<file path="src/rtl/mcp_rx_fsm_if.sv">
// Receive-side bundle of the multi-cycle-path handshake: sender toggle/data,
// consumer accept, and the captured word with its status back.
interface mcp_rx_fsm_if #(
    parameter int DATA_W = 8
);
    logic              a_en_tgl;
    logic [DATA_W-1:0] adata;
    logic              bload;
    logic              bvalid;
    logic [DATA_W-1:0] bdata;
    logic              b_ack_tgl;
    logic              overrun;
    logic [7:0]        rx_cnt;

    modport master (
        output a_en_tgl, adata, bload,
        input  bvalid, bdata, b_ack_tgl, overrun, rx_cnt
    );

    modport slave (
        input  a_en_tgl, adata, bload,
        output bvalid, bdata, b_ack_tgl, overrun, rx_cnt
    );
endinterface

</file>
<file path="src/rtl/mcp_rx_fsm.sv">
// Receive side of a toggle-based multi-cycle-path crossing: synchronises the
// send toggle, captures the held word, and returns an ack toggle per accept.
module mcp_rx_fsm #(
    parameter int DATA_W      = 8,
    parameter int SYNC_STAGES = 2   // must be at least 2
) (
    input  logic           clk_b,
    input  logic           rstn_b,
    mcp_rx_fsm_if.slave    bus
);
    typedef enum logic {
        IDLE  = 1'b0,
        VALID = 1'b1
    } state_t;

    logic [SYNC_STAGES-1:0] sync_reg;
    logic                   edge_reg;
    logic                   load_pulse;

    state_t                 state_reg, state_next;
    logic [DATA_W-1:0]      bdata_reg, bdata_next;
    logic                   ack_reg, ack_next;
    logic                   overrun_reg, overrun_next;
    logic [7:0]             cnt_reg, cnt_next;

    // adata is only ever sampled on a load_pulse, by which point the sender
    // has held it stable for the whole synchroniser latency.
    always_ff @(posedge clk_b) begin
        if (!rstn_b) begin
            sync_reg <= '0;
            edge_reg <= 1'b0;
        end else begin
            sync_reg <= {sync_reg[SYNC_STAGES-2:0], bus.a_en_tgl};
            edge_reg <= sync_reg[SYNC_STAGES-1];
        end
    end

    assign load_pulse = sync_reg[SYNC_STAGES-1] ^ edge_reg;

    always_ff @(posedge clk_b) begin
        if (!rstn_b) begin
            state_reg   <= IDLE;
            bdata_reg   <= '0;
            ack_reg     <= 1'b0;
            overrun_reg <= 1'b0;
            cnt_reg     <= 8'd0;
        end else begin
            state_reg   <= state_next;
            bdata_reg   <= bdata_next;
            ack_reg     <= ack_next;
            overrun_reg <= overrun_next;
            cnt_reg     <= cnt_next;
        end
    end

    always_comb begin
        state_next   = state_reg;
        bdata_next   = bdata_reg;
        ack_next     = ack_reg;
        overrun_next = overrun_reg;
        cnt_next     = cnt_reg;
        case (state_reg)
            IDLE: begin
                if (load_pulse) begin
                    state_next = VALID;
                    bdata_next = bus.adata;
                end
            end
            VALID: begin
                // A new word while one is still held is dropped, never queued.
                if (load_pulse) begin
                    overrun_next = 1'b1;
                end
                if (bus.bload) begin
                    state_next = IDLE;
                    ack_next   = ~ack_reg;
                    cnt_next   = cnt_reg + 8'd1;
                end
            end
            default: state_next = IDLE;
        endcase
    end

    assign bus.bvalid    = (state_reg == VALID);
    assign bus.bdata     = bdata_reg;
    assign bus.b_ack_tgl = ack_reg;
    assign bus.overrun   = overrun_reg;
    assign bus.rx_cnt    = cnt_reg;
endmodule

</file>
<file path="src/flat_wrapper.sv">
// flat-port wrapper written by rule: the top's interface ports become plain ports
module mcp_rx_fsm_flat 
#(
    parameter int DATA_W      = 8,
    parameter int SYNC_STAGES = 2                        
)
  (clk_b, rstn_b, bus_a_en_tgl, bus_adata, bus_bload, bus_bvalid, bus_bdata, bus_b_ack_tgl, bus_overrun, bus_rx_cnt);
  mcp_rx_fsm_if #(.DATA_W(DATA_W)) bus_i ();
  input  logic clk_b;
  input  logic rstn_b;
  input wire logic [$bits(bus_i.a_en_tgl)-1:0] bus_a_en_tgl;
  input wire logic [$bits(bus_i.adata)-1:0] bus_adata;
  input wire logic [$bits(bus_i.bload)-1:0] bus_bload;
  output wire logic [$bits(bus_i.bvalid)-1:0] bus_bvalid;
  output wire logic [$bits(bus_i.bdata)-1:0] bus_bdata;
  output wire logic [$bits(bus_i.b_ack_tgl)-1:0] bus_b_ack_tgl;
  output wire logic [$bits(bus_i.overrun)-1:0] bus_overrun;
  output wire logic [$bits(bus_i.rx_cnt)-1:0] bus_rx_cnt;
  assign bus_i.a_en_tgl = bus_a_en_tgl;
  assign bus_i.adata = bus_adata;
  assign bus_i.bload = bus_bload;
  assign bus_bvalid = bus_i.bvalid;
  assign bus_bdata = bus_i.bdata;
  assign bus_b_ack_tgl = bus_i.b_ack_tgl;
  assign bus_overrun = bus_i.overrun;
  assign bus_rx_cnt = bus_i.rx_cnt;
  mcp_rx_fsm #(.DATA_W(DATA_W), .SYNC_STAGES(SYNC_STAGES)) u_core (.clk_b(clk_b), .rstn_b(rstn_b), .bus(bus_i));
endmodule
</file>
<file path="config.mk">
export PLATFORM = sky130hd
export DESIGN_NAME = mcp_rx_fsm_flat
export DESIGN_NICKNAME = d
export VERILOG_FILES = /design/src/rtl/mcp_rx_fsm_if.sv /design/src/rtl/mcp_rx_fsm.sv /design/src/flat_wrapper.sv
export SDC_FILE = /design/constraint.sdc
export NUM_CORES = 1
export LEC_CHECK = 0
export ABC_AREA = 0
export ABC_CLOCK_PERIOD_IN_PS = 2700
export BUFFER_PORTS_ARGS = -buffer_cell sky130_fd_sc_hd__buf_2
export CORE_UTILIZATION = 40
export DETAILED_ROUTE_END_ITERATION = 8
export PLACE_DENSITY = 0.79
export RECOVER_POWER = 25
export SYNTH_ARGS = -nofsm -noshare
export SYNTH_HDL_FRONTEND = slang
export SYNTH_SLANG_ARGS = --single-unit
</file>
<file path="constraint.sdc">
create_clock -name clk_b -period 2.7 [get_ports clk_b]
set_clock_uncertainty 0.1 [all_clocks]
set_input_delay 0.405 -clock clk_b [delete_from_list [all_inputs] [get_ports clk_b]]
set_output_delay 0.405 -clock clk_b [all_outputs]
set_load 0.05 [all_outputs]
</file>
After elaboration in Yosys (flattened, before gate mapping)
Cells that the tools add are included.
Widths: inputs -> output; s select.

word-level totals
  flip-flop bits (word level) = 22
  output and inout port bits = 19
  bits of input ports = 12

operators by class
  mux-type cells = 3
  bitwise gates (word level) = 3
  reductions and logical operators = 3
  $add $sub $neg = 1

operator list
  operator             count
  $add 8x1->8 const B  1
  $reduce_and 2->1     3
  $mux 1               2
  $not 1->1            2
  $pmux 1 s2           1
  $xor 1x1->1          1

Logic depth before layout (Yosys ltp)
Gate-level depths: netlist of run 1.

  depth in word-level cells = 3
  gate-level depth with buffers = 4

Least setup slack after synthesis of run 1
Ideal clock, no wire load.

  kind = reg-to-reg
  start = register u_core.cnt_reg[0] (netlist: u_core.bus.rx_cnt[0])
  end = register u_core.cnt_reg[6] (netlist: u_core.bus.rx_cnt[6])
  stages on the path, launching flop included = 5
  clock period less this slack = 1.745 ns
  setup slack = 0.955 ns
  data arrival time = 1.574 ns
  required time = 2.529 ns
  cell sequence = dfxtp_1 ha_1 nand3_1 or3_2 a21oi_1

between the ends
  word-level cells in the longest chain between the ends = 1

RTL lines
  item                      RTL line          text
  start: declaration        mcp_rx_fsm.sv:24  logic [7:0] cnt_reg, cnt_next;
  start signal: assignment  mcp_rx_fsm.sv:52  cnt_reg <= cnt_next;
  $add 8x1->8               mcp_rx_fsm.sv:77  cnt_next = cnt_reg + 8'd1;

No other way between the ends.
A chain may end at the register's enable or synchronous reset.

Worst setup path in the final report of run 1
  start = register u_core.state_reg (netlist: u_core.bus.bvalid)
  end = output bus_bvalid

RTL lines
  item                      RTL line            text
  start: declaration        mcp_rx_fsm.sv:20    state_t state_reg, state_next;
  start signal: assignment  mcp_rx_fsm.sv:48    state_reg <= state_next;
  end: declaration          flat_wrapper.sv:14  output wire logic [$bits(bus_i.bvalid)-1:0] bus_bvalid;

No word-level cell between the ends.

==> results of run 1 <==
==> per-layer routing <==
metal	vias up	wire, um	track usage [%]
li1	391	-	-
met1	344	741	19.44
met2	25	921	25.75
met3	5	59	2.308
met4	0	22	8.000
met5	-	0	0
==> cell usage in the layout, fill, tap and decap left out, drive strengths merged <==
| cell type | count |
|---|---|
| a21oi | 16 |
| dfxtp | 22 |
| ha | 1 |
| or4 | 1 |
| clkbuf | 7 |
| nand3 | 11 |
| nand2 | 4 |
| xor2 | 3 |
| nand4 | 2 |
| nor2 | 4 |
| buf | 27 |
| xnor2 | 2 |
| clkinv | 2 |
| o31ai | 1 |
| or3 | 4 |
| and2 | 3 |
| inv | 2 |
| o21ai | 12 |
==> synthesized netlist by cell type <==
master / number / area share, %
o21ai_0: 12 / 7.3
clkbuf_1: 2 / 0.91
xor2_1: 3 / 3.2
ha_1: 1 / 1.5
xnor2_1: 2 / 2.1
a21oi_1: 16 / 9.7
nand2_1: 4 / 1.8
or4_1: 1 / 0.91
and2_1: 3 / 2.3
dfxtp_1: 22 / 53
or3_2: 1 / 0.91
o31ai_1: 1 / 0.91
nand3_1: 11 / 6.7
clkinv_1: 2 / 0.91
or3_1: 3 / 2.3
nand4_1: 1 / 0.76
inv_1: 2 / 0.91
nor2_1: 4 / 1.8
nand4_2: 1 / 1.5
==> power by group through the flow <==
stage | sequential [mW] | combinational (mW) | clock, mW
final | 0.345 | 0.0770 | 0.172
after global routing | 0.347 | 0.0830 | 0.193
after CTS | 0.345 | 0.0779 | 0.180
after floorplan | 0.381 | 0.0245 | 0
after detailed placement | 0.352 | 0.0775 | 0
after global placement | 0.351 | 0.0757 | 0
==> area by class of cell <==
cell class,count,area share (%)
flip-flops and latches,22,42.67
multi-input cells,64,34.91
repair buffers,30,14.18
clock buffers,4,3.515
well taps,27,3.273
inverters,4,1.455
==> worst paths after layout <==
path | startpoint | endpoint | slack [ns] | cells past startpoint
worst min register to register | u_core.sync_reg[0] | u_core.sync_reg[1] | 0.36 | 1
worst max register to register | u_core.bus.bvalid | u_core.bus.rx_cnt[7] | 1.06 | 3
worst max-delay path | u_core.bus.bvalid | bus_bvalid | 0.95 | 1
worst min-delay path | bus_a_en_tgl | u_core.sync_reg[0] | 0.21 | 2
==> kinds of logic after synthesis <==
| kind of cell | Yosys count |
|---|---|
| AOI/OAI and AO/OA | 29 |
| and+or+nand+nor | 29 |
| DFF | 22 |
| buffers and inverters | 6 |
| xor gates and xnor gates | 5 |
| adders and majority gates | 1 |
==> through the flow <==
stage	cell area (um^2)	cells	power (mW)
finish	1032	151	0.5933
global route	1032	151	0.6228
CTS	1036	151	0.6030
detailed placement	999.7	147	0.4296
global placement	999.7	147	0.4272
floorplan	823.3	92	0.4055
==> flow_summary.json, run 1 <==
{
  "post_cts_resized": 0,
  "path_buf_inv": 1,
  "p_leak_nw": 0.4365,
  "initial_utilization_pct": 42.40,
  "die-height_um": 47.37,
  "cts.clk_slew.worst_paths_ns": 0.11,
  "wl_um": 1744,
  "syn_nets": 105,
  "gp_congestion": 0.6855,
  "htreeDepth": 1,
  "cts.path.max_buffers": 2,
  "fill_cells": 200,
  "combPwrFrac_pct": 13.0,
  "slowest_delay_ns": 0.59,
  "ys_types": 19,
  "rsz0062_at_grt": "false",
  "rows": 16,
  "synthAdderAreaFrac_pct": 1.520,
  "grt_usage_pct": 15.55,
  "vias": 765,
  "arrival_ns": 1.24,
  "hpwl_um": 1275,
  "first_pass_iters": 5,
  "fin_tns_setup_ns": 0,
  "coreArea_um2": 1942,
  "ios": 31,
  "via_per_inst": 5.066,
  "start_kind": "flop",
  "drv_cap": 0,
  "syn_to_final_growth_pct": 25.38,
  "critPathKind": "reg -> out",
  "wire_per_inst_um": 11.55,
  "p_int_mw": 0.4377,
  "hold_path_class": "in -> reg",
  "critical_path.cell_chain": "buf_2",
  "cts_made_buffers": 3,
  "worst_hold_slack_ns": 0.2053,
  "switching_share_pct": 26.22,
  "drive_gt1_share_pct": 26.61,
  "slew_headroom_pct": 54.11,
  "crit_required_ns": 2.19,
  "grt_max_degree": 19,
  "layout.nets": 138,
  "io_buffers": 30,
  "status": "complete, no violations",
  "netSwitchingPower_mw": 0.1556,
  "gr-total-overflow": 0,
  "yosys.area_share.simple_pct": 19.00,
  "die_width_um": 47.37,
  "tritoncts": "done",
  "yosysWarningCount": 0,
  "insertion_delay_ns": 0.30,
  "power_frac_seq_pct": 58.1,
  "pwr_density_cell_nw_per_um2": 574.8,
  "path_delay_family": "flip-flops",
  "synth_compound_area_share_pct": 17.93,
  "antenna_found_initial": 0,
  "power.share.clock_pct": 28.9,
  "grt_pass1_wl_um": 2456,
  "max_freq_ghz": 0.5722,
  "die-area_um2": 2243,
  "worstPathMaxFanout": 15,
  "synthesis.area_um2": 823.3,
  "avgSynthCellArea_um2": 8.949,
  "syn-instance-count": 92,
  "ir_drop_uv": 274.0,
  "hold_buffers": 0,
  "slowest_stage": "dfxtp_1",
  "area.sequential_um2": 440.4,
  "cts.sinks": 22,
  "slew_violations": 0,
  "antenna_left": 0,
  "period_share_pct": 64.73,
  "synth_xor_area_share_pct": 5.319,
  "period_minus_slack_ns": 1.748,
  "ys_seq_area_share_pct": 53.50,
  "drt_iter0_markers": 27,
  "worst_pin_slew_ns": 0.6861,
  "final_util_pct": 53.16,
  "crit_path_end_kind": "output port",
  "synthMuxAreaShare_pct": 0,
  "multi_input_area_um2": 360.3,
  "setup_violations": 0,
  "cts_setup_buffers": 0,
  "diodes": 0,
  "drcViolationCount": 0,
  "fin_ws_ns": 0.9522,
  "cts-root-buf": "clkbuf_4",
  "synth-seq-cells": 22,
  "grt_pass1_vias": 601,
  "hold_viol": 0,
  "pre_cts_slack_ns": 1.071,
  "synth_top_family_by_area": "simple AND/OR/NAND/NOR gates"
}
No activity file was read; power rests on OpenSTA's default activity.
==> run 2, diff against run 1 <==
--- a/config.mk
+++ b/config.mk
@@ -6,11 +6,11 @@
 export NUM_CORES = 1
 export LEC_CHECK = 0
 export ABC_AREA = 0
-export ABC_CLOCK_PERIOD_IN_PS = 2700
+export ABC_CLOCK_PERIOD_IN_PS = 1400
 export BUFFER_PORTS_ARGS = -buffer_cell sky130_fd_sc_hd__buf_2
 export CORE_UTILIZATION = 40
 export DETAILED_ROUTE_END_ITERATION = 8
-export PLACE_DENSITY = 0.79
+export PLACE_DENSITY = 0.82
 export RECOVER_POWER = 25
 export SYNTH_ARGS = -nofsm -noshare
 export SYNTH_HDL_FRONTEND = slang
==> constraint.sdc (replaced) <==
create_clock -name clk_b -period 1.4 [get_ports clk_b]
set_clock_uncertainty 0.1 [all_clocks]
set_input_delay 0.21 -clock clk_b [delete_from_list [all_inputs] [get_ports clk_b]]
set_output_delay 0.21 -clock clk_b [all_outputs]
set_load 0.05 [all_outputs]
==> run 2 against run 1 <==
Via count up 7.3%. Sequential cell count unchanged. Register-to-register slack worse by 1.0 ns. Sequential share of layout area down 1.3 points. Utilization up 4.6 points. Highest routed layer unchanged. Critical path type is now reg -> reg. Worst setup slack worse by 0.91 ns.
==> flow_summary.json, run 2 (same netlist as run 1, synthesis figures left out) <==
{
  "via_per_inst": 5.164,
  "path_buf_inv": 0,
  "diodes": 0,
  "most-common-layout-cells": "buf_2, a21oi_1, dfxtp_1",
  "grt_max_degree": 16,
  "antenna_left": 0,
  "area.sequential_um2": 464.2,
  "slowest_stage": "or4_1",
  "crit_end": "u_core.bus.rx_cnt[7]",
  "fill_cells": 189,
  "crit_path_end_kind": "flop",
  "wl_um": 1915,
  "ff2ff_path_depth": 3,
  "die-height_um": 47.37,
  "cts_made_buffers": 3,
  "path_delay_family": "simple AND/OR/NAND/NOR gates",
  "initial_utilization_pct": 42.40,
  "max_freq_ghz": 0.7368,
  "place_area_um2": 1062,
  "drt_iter0_markers": 15,
  "cts-root-buf": "clkbuf_4",
  "layout.nets": 146,
  "start_kind": "flop",
  "final_common_cell": "buf_2",
  "die_width_um": 47.37,
  "hpwl_um": 1334,
  "hold_viol": 0,
  "arrival_ns": 1.50,
  "die-area_um2": 2243,
  "worstPathMaxFanout": 5,
  "critical_path.cell_chain": "nand4_1, or4_1, a21oi_1",
  "slew_violations": 0,
  "setup_violations": 0,
  "pwr_density_cell_nw_per_um2": 991.4,
  "cts.path.max_buffers": 2,
  "r2r_slack_ns": 0.04,
  "postLayoutCellArea_um2": 1122,
  "drv_cap": 0,
  "slowest_delay_ns": 0.45,
  "rows": 16,
  "hold_path_class": "in -> reg",
  "wire_per_inst_um": 12.04,
  "ios": 31,
  "grt_pass1_vias": 638,
  "slew_headroom_pct": 81.68,
  "htreeDepth": 1,
  "gp_congestion": 0.7581,
  "grt_usage_pct": 16.51,
  "multi_input_area_um2": 372.9,
  "period_share_pct": 96.95,
  "period_minus_slack_ns": 1.357,
  "crit_required_ns": 1.54,
  "first_pass_iters": 4,
  "grt_pass1_wl_um": 2663,
  "status": "complete, no violations",
  "r2r-start": "u_core.bus.rx_cnt[1]",
  "worst_pin_slew_ns": 0.2760,
  "p_leak_nw": 0.4846,
  "insertion_delay_ns": 0.30,
  "coreArea_um2": 1942,
  "ir_drop_uv": 732.5,
  "drcViolationCount": 0,
  "cts.sinks": 22,
  "worst-path-stages": 3,
  "min_from": "rstn_b",
  "drive_gt1_share_pct": 38.64,
  "io_buffers": 30,
  "cts.clk_slew.worst_paths_ns": 0.12,
  "tritoncts": "done",
  "gr-total-overflow": 0,
  "syn_to_final_growth_pct": 36.32,
  "critPathKind": "reg -> reg",
  "final_util_pct": 57.80,
  "r2r-end": "u_core.bus.rx_cnt[7]",
  "worstSetupStartpoint": "u_core.bus.rx_cnt[1]",
  "vias": 821,
  "antenna_found_initial": 0
}
## run 2: cell count changes in the layout (fill, tap and decap cells not counted), moves of 3 or more
cell / change
buf_4: +6
clkbuf_1: -3
clkbuf_2: +3
dfxtp_1: -7
dfxtp_4: +6
## run 2: power by group
| part | internal (mW) | switching (mW) | total [mW] |
|---|---|---|---|
| combinational | 0.0518 | 0.119 | 0.171 |
| sequential | 0.638 | 0.0125 | 0.651 |
| clock | 0.104 | 0.187 | 0.291 |
| total | 0.794 | 0.319 | 1.11 |
## run 2: worst min path at each step
stage / endpoint / slack, ns / cells past startpoint
final: u_core.bus.bvalid / 0.04 / 3
after global routing: u_core.bus.bdata[6] / 0.05 / 3
after CTS: u_core.sync_reg[0] / 0.002 / 2
after detailed placement: u_core.sync_reg[0] / 0.32 / 2
after global placement: u_core.sync_reg[0] / 0.31 / 2
after floorplan: u_core.bus.bvalid / 0.22 / 2
## run 2: cell type report
class	instances	area share (%)
clock buffer	3	2.007
multi-input combinational	64	33.22
timing repair buffer	38	18.73
inverter	4	1.338
clock inverter	1	0.3344
sequential	22	41.36
tap	27	3.010
## run 2: repair_timing
item | in CTS | in global routing
hold buffers | 0 | 1
gates resized for setup | 0 | 2
endpoints found under the hold margin | 0 | 1
setup endpoints to repair | 0 | 2
buffers inserted | 0 | 3
## run 2: metal layers
layer	track usage, %	wire length, um
met2	28.49	979
met3	2.308	71
met5	0	0
met1	20.89	831
met4	5.714	33
## run 2: worst reg2reg max path: cells and delay by family, from the launching register on
kind / cells / cell delay, ns
AOI/OAI and AO/OA: 1 / 0.16
and+or+nand+nor: 2 / 0.65
DFF: 1 / 0.40
## run 2: stage by stage
step | instances | setup slack [ns] | setup TNS [ns] | hold slack (ns) | power, mW
after floorplan | 92 | -0.01186 | -0.01186 | 0.2163 | 0.7722
after global placement | 151 | 0.1060 | 0 | 0.3138 | 0.8252
after detailed placement | 151 | 0.06604 | 0 | 0.3167 | 0.8301
after CTS | 155 | 0.0003602 | 0 | 0.001551 | 1.109
after global routing | 159 | -0.03583 | -0.03583 | 0.04519 | 1.149
final | 159 | 0.04277 | 0 | 0.04245 | 1.113
